$ cat config.mk
export PLATFORM = sky130hd
export DESIGN_NAME = idex_stage
export DESIGN_NICKNAME = d
export VERILOG_FILES = /design/src/rtl/idex_stage.sv
export SDC_FILE = /design/constraint.sdc
export NUM_CORES = 1
export LEC_CHECK = 0
export BUFFER_PORTS_ARGS = -buffer_cell sky130_fd_sc_hd__buf_2
export CAP_MARGIN = 30
export CELL_PAD_IN_SITES_DETAIL_PLACEMENT = 1
export CELL_PAD_IN_SITES_GLOBAL_PLACEMENT = 2
export CORE_AREA = 2 2 184 186
export CTS_BUF_LIST = sky130_fd_sc_hd__clkbuf_8
export DETAILED_ROUTE_END_ITERATION = 12
export DIE_AREA = 0 0 186 188
export PLACE_DENSITY = 0.77
export SKIP_CTS_REPAIR_TIMING = 1
export SLEW_MARGIN = 40
export SYNTH_ARGS = -nofsm -noshare
export SYNTH_HDL_FRONTEND = slang
export SYNTH_SLANG_ARGS = --single-unit
$ cat constraint.sdc
create_clock -name clk -period 2.3 [get_ports clk]
set_input_delay 0.345 -clock clk [delete_from_list [all_inputs] [get_ports clk]]
set_output_delay 0.345 -clock clk [all_outputs]
set_load 0.05 [all_outputs]
$ cat src/rtl/idex_stage.sv
// ID/EX pipeline register with load-use hazard detection, branch flush and a
// saturating bubble counter for performance debug.
module idex_stage #(
    parameter int N    = 64,
    parameter int CNTW = 32
) (
    input  logic            clk,
    input  logic            reset,
    input  logic [N-1:0]    rd1_d,
    input  logic [N-1:0]    rd2_d,
    input  logic [N-1:0]    imm_d,
    input  logic [4:0]      ra1_d,
    input  logic [4:0]      ra2_d,
    input  logic            uses_ra2_d,
    input  logic [4:0]      wa_d,
    input  logic [2:0]      ex_ctrl_d,
    input  logic [2:0]      mem_ctrl_d,
    input  logic [1:0]      wb_ctrl_d,
    input  logic            valid_d,
    input  logic            flush_i,
    output logic            stall_o,
    output logic [N-1:0]    rd1_e,
    output logic [N-1:0]    rd2_e,
    output logic [N-1:0]    imm_e,
    output logic [4:0]      ra1_e,
    output logic [4:0]      ra2_e,
    output logic [4:0]      wa_e,
    output logic [2:0]      ex_ctrl_e,
    output logic [2:0]      mem_ctrl_e,
    output logic [1:0]      wb_ctrl_e,
    output logic            valid_e,
    output logic [CNTW-1:0] stall_cnt
);

    logic load_use;
    logic bubble;
    logic count_bubble;

    function automatic logic [CNTW-1:0] sat_inc(input logic [CNTW-1:0] v);
        if (&v)
            return v;
        return v + {{(CNTW-1){1'b0}}, 1'b1};
    endfunction

    // X31 is XZR: a load targeting it is dropped by the register file, so it
    // can never feed the decode instruction.
    always_comb begin
        load_use = valid_e & mem_ctrl_e[1] & (wa_e != 5'd31) & valid_d &
                   ((wa_e == ra1_d) | (uses_ra2_d & (wa_e == ra2_d)));
    end

    // A flushed decode instruction is discarded, so it is never held.
    assign stall_o      = load_use & ~flush_i & ~reset;
    assign bubble       = flush_i | load_use;
    assign count_bubble = load_use & ~flush_i;

    // ID -> EX stage boundary
    always_ff @(posedge clk) begin
        if (reset) begin
            rd1_e      <= '0;
            rd2_e      <= '0;
            imm_e      <= '0;
            ra1_e      <= '0;
            ra2_e      <= '0;
            wa_e       <= '0;
            ex_ctrl_e  <= '0;
            mem_ctrl_e <= '0;
            wb_ctrl_e  <= '0;
            valid_e    <= 1'b0;
            stall_cnt  <= '0;
        end else begin
            rd1_e <= rd1_d;
            rd2_e <= rd2_d;
            imm_e <= imm_d;
            ra1_e <= ra1_d;
            ra2_e <= ra2_d;
            wa_e  <= wa_d;
            if (bubble) begin
                ex_ctrl_e  <= '0;
                mem_ctrl_e <= '0;
                wb_ctrl_e  <= '0;
                valid_e    <= 1'b0;
            end else begin
                ex_ctrl_e  <= ex_ctrl_d & {3{valid_d}};
                mem_ctrl_e <= mem_ctrl_d & {3{valid_d}};
                wb_ctrl_e  <= wb_ctrl_d & {2{valid_d}};
                valid_e    <= valid_d;
            end
            if (count_bubble)
                stall_cnt <= sat_inc(stall_cnt);
        end
    end

endmodule

== Word level (Yosys, flattened, before mapping) ==
Index checks and enable logic that the tools add are counted.

* Register bits: 248
* Input bits: 220
* Output and inout port bits: 249

* Add/subtract/negate cells: 1
* Eq/ne operators: 4
* Multiplexer cells: 4
* Bitwise operators: 14
* Reduce and logical (&&, ||, !) cells: 3

{| class="wikitable"
|+ Operators with widths
! operator !! count
|-
| $add 32x1->32 const B || 1
|-
| $mux 32 || 1
|-
| $reduce_and 32->1 || 1
|-
| $eq 5x5->1 || 2
|-
| $and 1x1->1 || 7
|-
| $and 3x3->3 || 2
|-
| $ne 5x5->1 const B || 1
|-
| $mux 1 || 3
|-
| $and 2x2->2 || 1
|-
| $ne 2x2->1 const B || 1
|-
| $not 1->1 || 2
|-
| $or 1x1->1 || 2
|-
| $reduce_and 2->1 || 1
|-
| $reduce_or 2->1 || 1
|}

== Depth between registers and ports, before layout ==
Gate-level depths: netlist of run 1.

* Depth in word-level cells: 9
* Depth in mapped cells: 9
* Depth with buffers taken out: 7

== Least setup slack after synthesis of run 1 ==
No wires, ideal clock.

* Path type: register to output
* Start point: register wa_e[3]
* End point: output stall_o
* Data arrival time: 2,709 ps
* Setup slack: -754 ps
* Cell stages (with the launch flop): 6
* Cell sequence: dfxtp_1 -> xor2_1 -> nor4_4 -> a22oi_4 -> buf_2 -> nor3_1

* Cells in the longest elaborated chain, start to end: 6
* Elaborated cells on any way between the ends: 10

{| class="wikitable"
|+ Ends and longest elaborated chain
! what !! RTL line !! RTL
|-
| start: declaration || 27 || <nowiki>output logic [4:0] wa_e,</nowiki>
|-
| start signal: assignment || 77 || <nowiki>wa_e <= wa_d;</nowiki>
|-
| $ne 5x5->1 / $eq 5x5->1 (equally long branches) || 48, 49 ||
|-
| $and 1x1->1, on equally long branches || 48, 49 ||
|-
| $and 1x1->1 / $or 1x1->1 (equally long branches) || 48, 49 ||
|-
| $and 1x1->1 * || 48 || <nowiki>load_use = valid_e & mem_ctrl_e[1] & (wa_e != 5'd31) & valid_d &</nowiki>
|-
| $and 1x1->1 * (2 in a row) || 53 || <nowiki>assign stall_o = load_use & ~flush_i & ~reset;</nowiki>
|-
| end: declaration || 21 || <nowiki>output logic stall_o,</nowiki>
|}

Every way passes the cells marked *; elsewhere a longest branch is shown, timed or not.

== Worst setup path after layout of run 1 ==
* Start point: register wa_e[0]
* End point: output stall_o

The elaborated chain is that of the path after synthesis.

==> impl_results.md, run 1 <==
* Placed Instances at 1591
* Area of the multi-input gates at 2590 sq um
* Number of CTS-inserted buffers at 45
* Area leader, netlist: dfxtp_1
* Post-Place Worst Slack at 50.5 ps
* WL final at 31.0 mm
* Max-cap violations at 0
* Clock root cell: clkbuf_8
* Syn Std Cell Area at 7660 sq um
* Most common cell in the netlist: dfxtp_1
* Final core utilization at roughly two fifths
* Vias at about 7500
* Status: finished, violations left
* Crit Path Class: flip-flop to primary output
* Post-synth EDFFs at 0
* Fmax at 0.398 GHz
* Initial antenna violation count at 3
* Power density over the cells at 761 nW/um^2
* # fillers at about 3800
* Register area share after synthesis at 64.8%
* Worst Setup Slack, final at -211 ps
* DIE HEIGHT at 188 microns
* Final GP Congestion at 0.727
* I/O pin total at 469
* Routed Antenna Nets at 0
* Hold Vio Cnt, Final at 0
* Fin. max-slew vios at 0
* 1st-pass router iterations at 4
* Ys async rst share at 0%
* Hold Path Class: input port to flip-flop
* Clock Skew at 29.4 ps
* Most used flip-flop cell after synthesis: dfxtp_1
* Seq pwr share at 44.3%
* Avg Vias per Cell at 4.01
* Initial Utilization at 23.1%
* Pin count of the biggest net entering global routing at 127
* Relative max-transition margin at 51.3%
* Fin nets at 1605
* Die footprint at 35000 sq um
* Vias in the first global route at 6893
* Sink Count at 248
* Failing checks: setup timing
* Min Hold Slack at between 3 and 4 ps
* R2R Setup Slk at 120 ps
* Layout area overhead at 76.6%
* Post-synth net total at 904
* Mapped Avg Cell Area at 11.2 sq um
* Post-route minimum period at 2510 ps
* Critical Path End Type: primary output
* Max IR drop VDD at 480 uV
* Clock share of power at 39.6%
* Mapped Cells at 683
* 1st-iter DRT viols at 172
* CTS tree: done
* Hold Crit Start: ra1_d[1]
* #FFs+latches synth at 248
* Grt ovf at 0
* Port buffer count at 468
* Synth top area cells: dfxtp_1, nor2b_1, xnor2_1, nor2_1, clkbuf_1
* Power Total at 10.3 mW
* Count of cell types in the netlist at 40
* Post-synth top cells: dfxtp_1, nor2b_1, nor2_1
* NetSw at 2.98 mW
* WL/cell at between 15 and 20 microns
* Leakage power at 6.38 nW
* Final setup viols at 1
* Crit path DAT at around 2200 ps
* Int Pwr at 7.32 mW
* Row cnt at 67
* RR Startpoint: wa_e[0]$_SDFF_PP0_
* Deepest clock path buffer count at 3
* Clk slew on worst S/H paths at about 60 ps
* CP Max Fanout at 5
* CP required at approximately 2000 ps
* Worst reg2reg path depth at 7
* Worst hold stages at 2
* Hold Crit Endpoint: ra1_e[1]$_SDFF_PP0_
* Sw Share at 28.9%
* Ys Warns at 0
* Worst R2R End: stall_cnt[20]$_SDFFE_PP0P_
* Share of cells above drive strength 1 at 41.5%
* HPWL after DPL at 19.9 mm
* Core area at 33100 sq um
* H-tree depth at 2
* Combinational share of power at 16.1%
* GRT Total Usage at 14.3%
* Kind of start point of the critical path: flip-flop
* Post-Layout Cell Count at 1865
* Slew @ Worst Pin at 730 ps
* Unrepaired setup endpoints after global routing: yes
* Worst-Skew Late Latency at 590 ps
* FF/Latch Area at about 5000 sq um
* Tcrit/Tclk final at 109%
* First-pass GRT wire length at 38.1 mm
* Remaining routing DRC violations at 0
* Die X at 186 microns
* Share of the synthesized area in the top cell type at between 60% and 70%
==> critical path, cell delays in order, from the launching register on <==
cell     delay [ps]
dfxtp_2         350
xor2_2          190
nor4_4          410
a22oi_4         170
buf_6           150
nor3_4          110
buf_6           180
==> metrics by stage <==
step,TNS (ps),area [sq um]
detailed placement,0,10700
CTS,-448,11500
floorplan,0,7670
global placement,0,10700
finish,-211,13500
global route,-320,13500
==> cells by family after synthesis <==
group / synth area share, %
XOR/XNOR: 3.20
buffers and inverters: 1.91
multiplexers: 0.719
AND/OR/NAND/NOR: 26.9
flip-flops: 64.8
AO/OA/AOI/OAI: 2.26
adder cells (fa/ha/maj): 0.163
==> registers in the layout, indices dropped and copies added (netlist names) <==
register / count
mem_ctrl_e: 3
wa_e: 5
rd2_e: 64
wb_ctrl_e: 2
imm_e: 64
ex_ctrl_e: 3
ra1_e: 5
valid_e: 1
rd1_e: 64
ra2_e: 5
stall_cnt: 32
==> metal layers <==
layer,up-vias,global-route usage [%],wire [microns]
met5,-,0,16
met1,3440,14.3,11300
met4,2,6.54,1000
met3,70,6.70,3030
met2,363,24.8,15700
li1,3598,-,-
==> area by class of cell <==
class                   count  area share (%)
multi-input cells         397            19.2
clock inverters            23           0.944
flip-flops and latches    248            36.8
repair buffers            685            33.2
diodes                      3          0.0555
well taps                 448            4.15
clock buffers              54            5.50
inverters                   7           0.194
==> layout by cell type (no fill, tap or decap), types with 3 or more instances in the layout <==
master,count
and4_1,3
nand2_1,12
nor3_2,3
and2_1,9
dlygate4sd3_1,190
nand4_1,13
nor4_1,14
nor3_1,4
xnor2_1,19
clkinvlp_4,3
diode_2,3
buf_4,24
a31o_2,5
inv_1,23
buf_2,466
nand2b_1,5
clkinv_2,3
a21oi_1,9
xor2_1,8
dfxtp_2,7
nand3_1,11
mux2_1,4
nor2_1,38
nor2b_1,210
clkbuf_8,55
nor4_2,3
dfxtp_1,241
==> worst max path at each step <==
stage | startpoint | endpoint | slack (ps) | cells after the start
after global placement | ra2_d[3] | stall_cnt[20]$_SDFFE_PP0P_ | 80 | 7
after CTS | wa_e[3]$_SDFF_PP0_ | stall_o | -450 | 6
final | wa_e[0]$_SDFF_PP0_ | stall_o | -210 | 6
after global routing | wa_e[0]$_SDFF_PP0_ | stall_o | -320 | 6
after detailed placement | ra2_d[3] | stall_cnt[20]$_SDFFE_PP0P_ | 50 | 7
after floorplan | stall_cnt[4]$_SDFFE_PP0P_ | stall_cnt[3]$_SDFFE_PP0P_ | 1 | 7
==> power groups by stage <==
stage               sequential, mW  combinational [mW]  clock, mW
floorplan                     5.34               0.213          0
global placement              4.64                1.37          0
detailed placement            4.64                1.38          0
CTS                           4.55                1.38       4.22
global route                  4.57                1.75       4.45
finish                        4.56                1.66       4.08
No activity file was read; power rests on OpenSTA's default activity.
==> run 2, diff against run 1 <==
==> config.mk (replaced) <==
export PLATFORM = sky130hd
export DESIGN_NAME = idex_stage
export DESIGN_NICKNAME = d
export VERILOG_FILES = /design/src/rtl/idex_stage.sv
export SDC_FILE = /design/constraint.sdc
export NUM_CORES = 1
export LEC_CHECK = 0
export ABC_AREA = 1
export BUFFER_PORTS_ARGS = -buffer_cell sky130_fd_sc_hd__buf_2
export CAP_MARGIN = 30
export CORE_AREA = 2 2 185 187
export CTS_BUF_LIST = sky130_fd_sc_hd__clkbuf_8
export DETAILED_ROUTE_END_ITERATION = 12
export DIE_AREA = 0 0 187 189
export PLACE_DENSITY = 0.51
export SKIP_CTS_REPAIR_TIMING = 1
export SLEW_MARGIN = 40
export SYNTH_ARGS = -nofsm -noshare
export SYNTH_HDL_FRONTEND = slang
export SYNTH_SLANG_ARGS = --single-unit
==> impl_results.md, run 2 <==
* Worst-Skew Late Latency at 540 ps
* Die X at 187 microns
* CTS tree: done
* Final GP Congestion at 0.847
* Combinational share of power at 16.5%
* Post-synth top cells: nor2_1, dfxtp_1, inv_1
* R2R Setup Slk at 420 ps
* Post-synth EDFFs at 0
* Kind of start point of the critical path: input port
* Post-Place Worst Slack at approximately 420 ps
* Ys Warns at 0
* H-tree depth at 2
* Post-synthesis adder-cell area fraction at 0.153%
* Seq pwr share at between 40% and 50%
* Unrepaired setup endpoints after global routing: no
* WL final at 28.3 mm
* Biggest regs: imm_e x64, rd1_e x64, rd2_e x64
* Share of cells above drive strength 1 at 32.6%
* Area of the multi-input gates at roughly 2200 sq um
* Int Pwr at 7.12 mW
* #FFs+latches synth at 248
* DIE HEIGHT at 189 microns
* Max-cap violations at 0
* Deepest clock path buffer count at 3
* Post-route minimum period at around 2200 ps
* Sw Share at 29.2%
* Compound-cell area share of the yosys netlist at less than 1%
* Number of CTS-inserted buffers at 44
* Most common cell in the netlist: nor2_1
* Post-synth net total at roughly 1300
* Worst Setup Slack, final at 147 ps
* Simple-gate share of the synthesized area at 25.9%
* Register area share after synthesis at 60.6%
* Pin count of the biggest net entering global routing at 121
* 1st-pass router iterations at 5
* Initial antenna violation count at 5
* Grt ovf at 0
* Row cnt at 67
* First-pass GRT wire length at between 40 and 50 mm
* Post-Synth XOR/XNOR Area at 0.214%
* 1st-iter DRT viols at 341
* Crit Path Class: input port to primary output
* Power density over the cells at around 730 nW/um^2
* Mux share of post-synthesis cell area at 0%
* FF/Latch Area at approximately 5000 sq um
* Final setup viols at 0
* Syn Std Cell Area at 8190 sq um
* Initial Utilization at between 20% and 30%
* Layout area overhead at 68.7%
* Hold Vio Cnt, Final at 0
* Remaining routing DRC violations at 0
* Mapped Cells at 1044
* Vias in the first global route at 7585
* WL/cell at 12.8 microns
* NetSw at around 3 mW
* Synth top area cells: dfxtp_1, nor2_1, inv_1, nand2_1, nand3_1
* Core area at around 33000 sq um
* GRT Total Usage at 14.6%
* Mapped Avg Cell Area at 7.84 sq um
* Tcrit/Tclk final at 93.6%
* Clock share of power at 38.3%
* Sink Count at 248
* Fmax at 0.465 GHz
* # fillers at 3382
* Most frequent cells in the layout: buf_2, nor2_1, inv_1
* Clock root cell: clkbuf_8
* Largest family of logic cells by synthesized area: simple AND/OR/NAND/NOR gates
* Share of the synthesized area in the top cell type at 60.6%
* Clock Skew at 9.38 ps
* Port buffer count at 468
* Fin nets at between 1500 and 2000
* Relative max-transition margin at 62.4%
* Die footprint at 35300 sq um
* Max IR drop VDD at between 500 and 600 uV
* CP Max Fanout at 3
* Most used flip-flop cell after synthesis: dfxtp_1
* I/O pin total at 469
* Routed Antenna Nets at 0
* Avg Vias per Cell at about 3.8
* Leakage power at 7.63 nW
* Hold Path Class: input port to flip-flop
* CP required at roughly 2000 ps
* Vias at 8366
* Critical Path End Type: primary output
* Slew @ Worst Pin at 565 ps
* Clk slew on worst S/H paths at roughly 60 ps
* HPWL after DPL at roughly 20 mm
* Count of cell types in the netlist at 29
* Area leader, netlist: dfxtp_1
* Ys async rst share at 0%
* Fin. max-slew vios at 0
* Final core utilization at 41.5%
* Crit path DAT at 1810 ps
* Status: finished clean
* Commonest non-fill, non-tap cell in the layout: buf_2
[run 2: critical path, stage by stage]
cell and delay, ps:
dlygate4sd3_1 540, buf_2 110, inv_1 40, nand2_1 50, nand2_1 50, nor2_1 80, nand3_1 100, nand2_2 130
nand3_4 100, nor2_4 110, buf_8 150
[run 2: worst paths after layout]
path	startpoint	endpoint	depth (start not counted)
worst max register to register	stall_cnt[1]$_SDFFE_PP0P_	stall_cnt[1]$_SDFFE_PP0P_	10
worst min-delay path	imm_d[19]	imm_e[19]$_SDFF_PP0_	3
worst min register to register	stall_cnt[27]$_SDFFE_PP0P_	stall_cnt[27]$_SDFFE_PP0P_	2
worst max-delay path	ra1_d[3]	stall_o	11
[run 2: cells by family (layout without fill, tap and decap cells)]
kind of cell,after synthesis,in the layout
AO/OA/AOI/OAI,3,3
XOR/XNOR,2,2
adder cells (fa/ha/maj),1,1
buffers and inverters,273,984
flip-flops,248,248
other,0,3
AND/OR/NAND/NOR,517,517
[run 2: layout make-up]
type | instances | area share [%]
multi-input cells | 523 | 15.9
diodes | 3 | 0.0544
clock buffers | 49 | 4.88
inverters | 243 | 6.60
clock inverters | 26 | 1.06
repair buffers | 666 | 31.5
flip-flops and latches | 248 | 36.0
well taps | 448 | 4.06
[run 2: metal layers]
| metal | part of all wire (%) | routed length (microns) | up-vias | track usage, % |
|---|---|---|---|---|
| li1 | - | - | 4324 | - |
| met1 | 40 | 11200 | 3699 | 15.7 |
| met2 | 50 | 14200 | 291 | 25.7 |
| met3 | 7.5 | 2130 | 48 | 6.32 |
| met4 | 2.2 | 623 | 4 | 4.55 |
| met5 | 0.11 | 31 | - | 0 |
[run 2: power groups by stage]
stage	clock [mW]	combinational [mW]	sequential [mW]
after floorplan	0	0.227	5.34
after global placement	0	1.40	4.63
after detailed placement	0	1.40	4.64
after CTS	4.05	1.41	4.55
after global routing	4.26	1.77	4.56
final	3.86	1.66	4.55
[run 2: per-stage QoR]
stage	hold WS, ps	area [sq um]	cells	TNS [ps]	power, mW
global placement	520	11000	1937	0	6.03
finish	12.3	13800	2206	0	10.1
global route	-14.5	13800	2206	0	10.6
CTS	-64.6	11900	2012	-145	10.0
detailed placement	524	11000	1937	0	6.04
floorplan	452	8190	1044	0	5.57
==> run 3, diff against run 2 <==
--- a/config.mk
+++ b/config.mk
@@ -5,13 +5,13 @@
 export SDC_FILE = /design/constraint.sdc
 export NUM_CORES = 1
 export LEC_CHECK = 0
-export ABC_AREA = 1
+export ABC_AREA = 0
 export BUFFER_PORTS_ARGS = -buffer_cell sky130_fd_sc_hd__buf_2
 export CAP_MARGIN = 30
-export CORE_AREA = 2 2 185 187
+export CORE_AREA = 2 2 181 183
 export CTS_BUF_LIST = sky130_fd_sc_hd__clkbuf_8
 export DETAILED_ROUTE_END_ITERATION = 12
-export DIE_AREA = 0 0 187 189
+export DIE_AREA = 0 0 183 185
 export PLACE_DENSITY = 0.51
 export SKIP_CTS_REPAIR_TIMING = 1
 export SLEW_MARGIN = 40
==> impl_results.md, run 3 (synthesis gave the netlist of run 1 again) <==
* Status: finished, violations left
* Failing checks: setup timing
* Vias in the first global route at ~6400
* WL/cell at 14.1 microns
* Final GP Congestion at 0.731
* Row cnt at 66
* Vias at 6706
* Fin nets at 1465
* Sink Count at 248
* Worst Setup Slack, final at -145 ps
* Remaining routing DRC violations at 0
* Pin count of the biggest net entering global routing at 103
* Commonest non-fill, non-tap cell in the layout: buf_2
* CP required at between 1500 and 2000 ps
* Fin. max-slew vios at 0
* Leakage power at 5.83 nW
* Port buffer count at ~470
* Hold Vio Cnt, Final at 0
* Clock Skew at 18.8 ps
* Tcrit/Tclk final at 106%
* WL final at around 24 mm
* Power Total at 10.0 mW
* Slew @ Worst Pin at 464 ps
* Max-cap violations at 0
* Number of CTS-inserted buffers at 43
* Relative max-transition margin at 69.1%
* 1st-iter DRT viols at around 220
* Worst-Skew Late Latency at 530 ps
* Crit Path Class: flip-flop to primary output
* CP Max Fanout at 8
* Critical Path End Type: primary output
* Share of cells above drive strength 1 at 46.1%
* 1st-pass router iterations at 4
* Initial antenna violation count at 1
* Final setup viols at 1
* Clk slew on worst S/H paths at around 60 ps
* Avg Vias per Cell at roughly 4.0
* Layout area overhead at 58.1%
* Routed Antenna Nets at 0
* Die X at 183 microns
* Post-Layout Cell Count at roughly 1700
* Crit path DAT at ~2100 ps
* Final Cell Area at 12100 sq um
* Post-DP Area at 10600 sq um
* Core area at 32000 sq um
* Kind of start point of the critical path: flip-flop
* I/O pin total at 469
* Fmax at 0.409 GHz
* GRT Total Usage at approximately an eighth
* DIE HEIGHT at 185 microns
* Initial Utilization at 23.9%
* Max IR drop VDD at between 400 and 500 uV
* H-tree depth at 2
* Placed Instances at ~1500
* First-pass GRT wire length at ~34 mm
* Biggest regs: imm_e x64, rd1_e x64, rd2_e x64
* Clock root cell: clkbuf_8
* Die footprint at around 34000 sq um
* Hold Path Class: input port to flip-flop
* Unrepaired setup endpoints after global routing: yes
* Grt ovf at 0
* HPWL after DPL at between 15 and 20 mm
* CTS tree: done
* Deepest clock path buffer count at 3
* Most frequent cells in the layout: buf_2, dfxtp_1, nor2b_1
* Power density over the cells at roughly 830 nW/um^2
* Post-route minimum period at between 2000 and 2500 ps
* N_diodes at 0
-- run 3: layout make-up --
type                            instances  area (sq um)
Multi-Input combinational cell        397          2600
Sequential cell                       248          4970
Clock inverter                         21           111
Fill cell                            3284         19900
Timing Repair Buffer                  547          3120
Clock buffer                           56           771
Tap cell                              408           510
Inverter                                7          26.3
-- run 3: critical path, cell delays in order, from the launching register on --
cell and delay [ps]:
dfxtp_2 340, xor2_1 190, nor4_4 400, a22oi_4 170, buf_12 170, nor3_4 130, buf_6 180
-- run 3: power by group --
part / total, mW / switching (mW) / internal [mW]
combinational: 1.42 / 0.983 / 0.441
sequential: 4.54 / 0.0487 / 4.50
clock: 4.03 / 1.75 / 2.28
-- run 3: metal layers --
layer,vias to the layer above,global-route usage (%),wire length [microns]
met3,50,4.94,2060
met4,2,4.77,595
met2,283,21.5,11600
met1,3047,14.5,9390
met5,-,0,11
li1,3324,-,-
-- run 3: final timing paths --
kind / start / to / slack, ps / depth (start not counted)
setup / recovery: wa_e[0]$_SDFF_PP0_ / stall_o / -150 / 6
hold / removal: rd1_d[48] / rd1_e[48]$_SDFF_PP0_ / 20 / 2
setup reg to reg: wa_e[0]$_SDFF_PP0_ / stall_cnt[21]$_SDFFE_PP0P_ / 60 / 9
hold reg to reg: stall_cnt[5]$_SDFFE_PP0P_ / stall_cnt[5]$_SDFFE_PP0P_ / 530 / 2
-- run 3: stage by stage --
stage                     setup WS, ps  hold WS [ps]  utilization (%)  setup TNS (ps)
final                             -145          20.3             37.8            -145
after global routing              -237         -1.96             37.8            -306
after CTS                         -363         -36.0             35.8            -363
after detailed placement          26.3           517             33.0               0
after global placement            47.8           506             33.0               0
after floorplan                   1.07           467                -               0
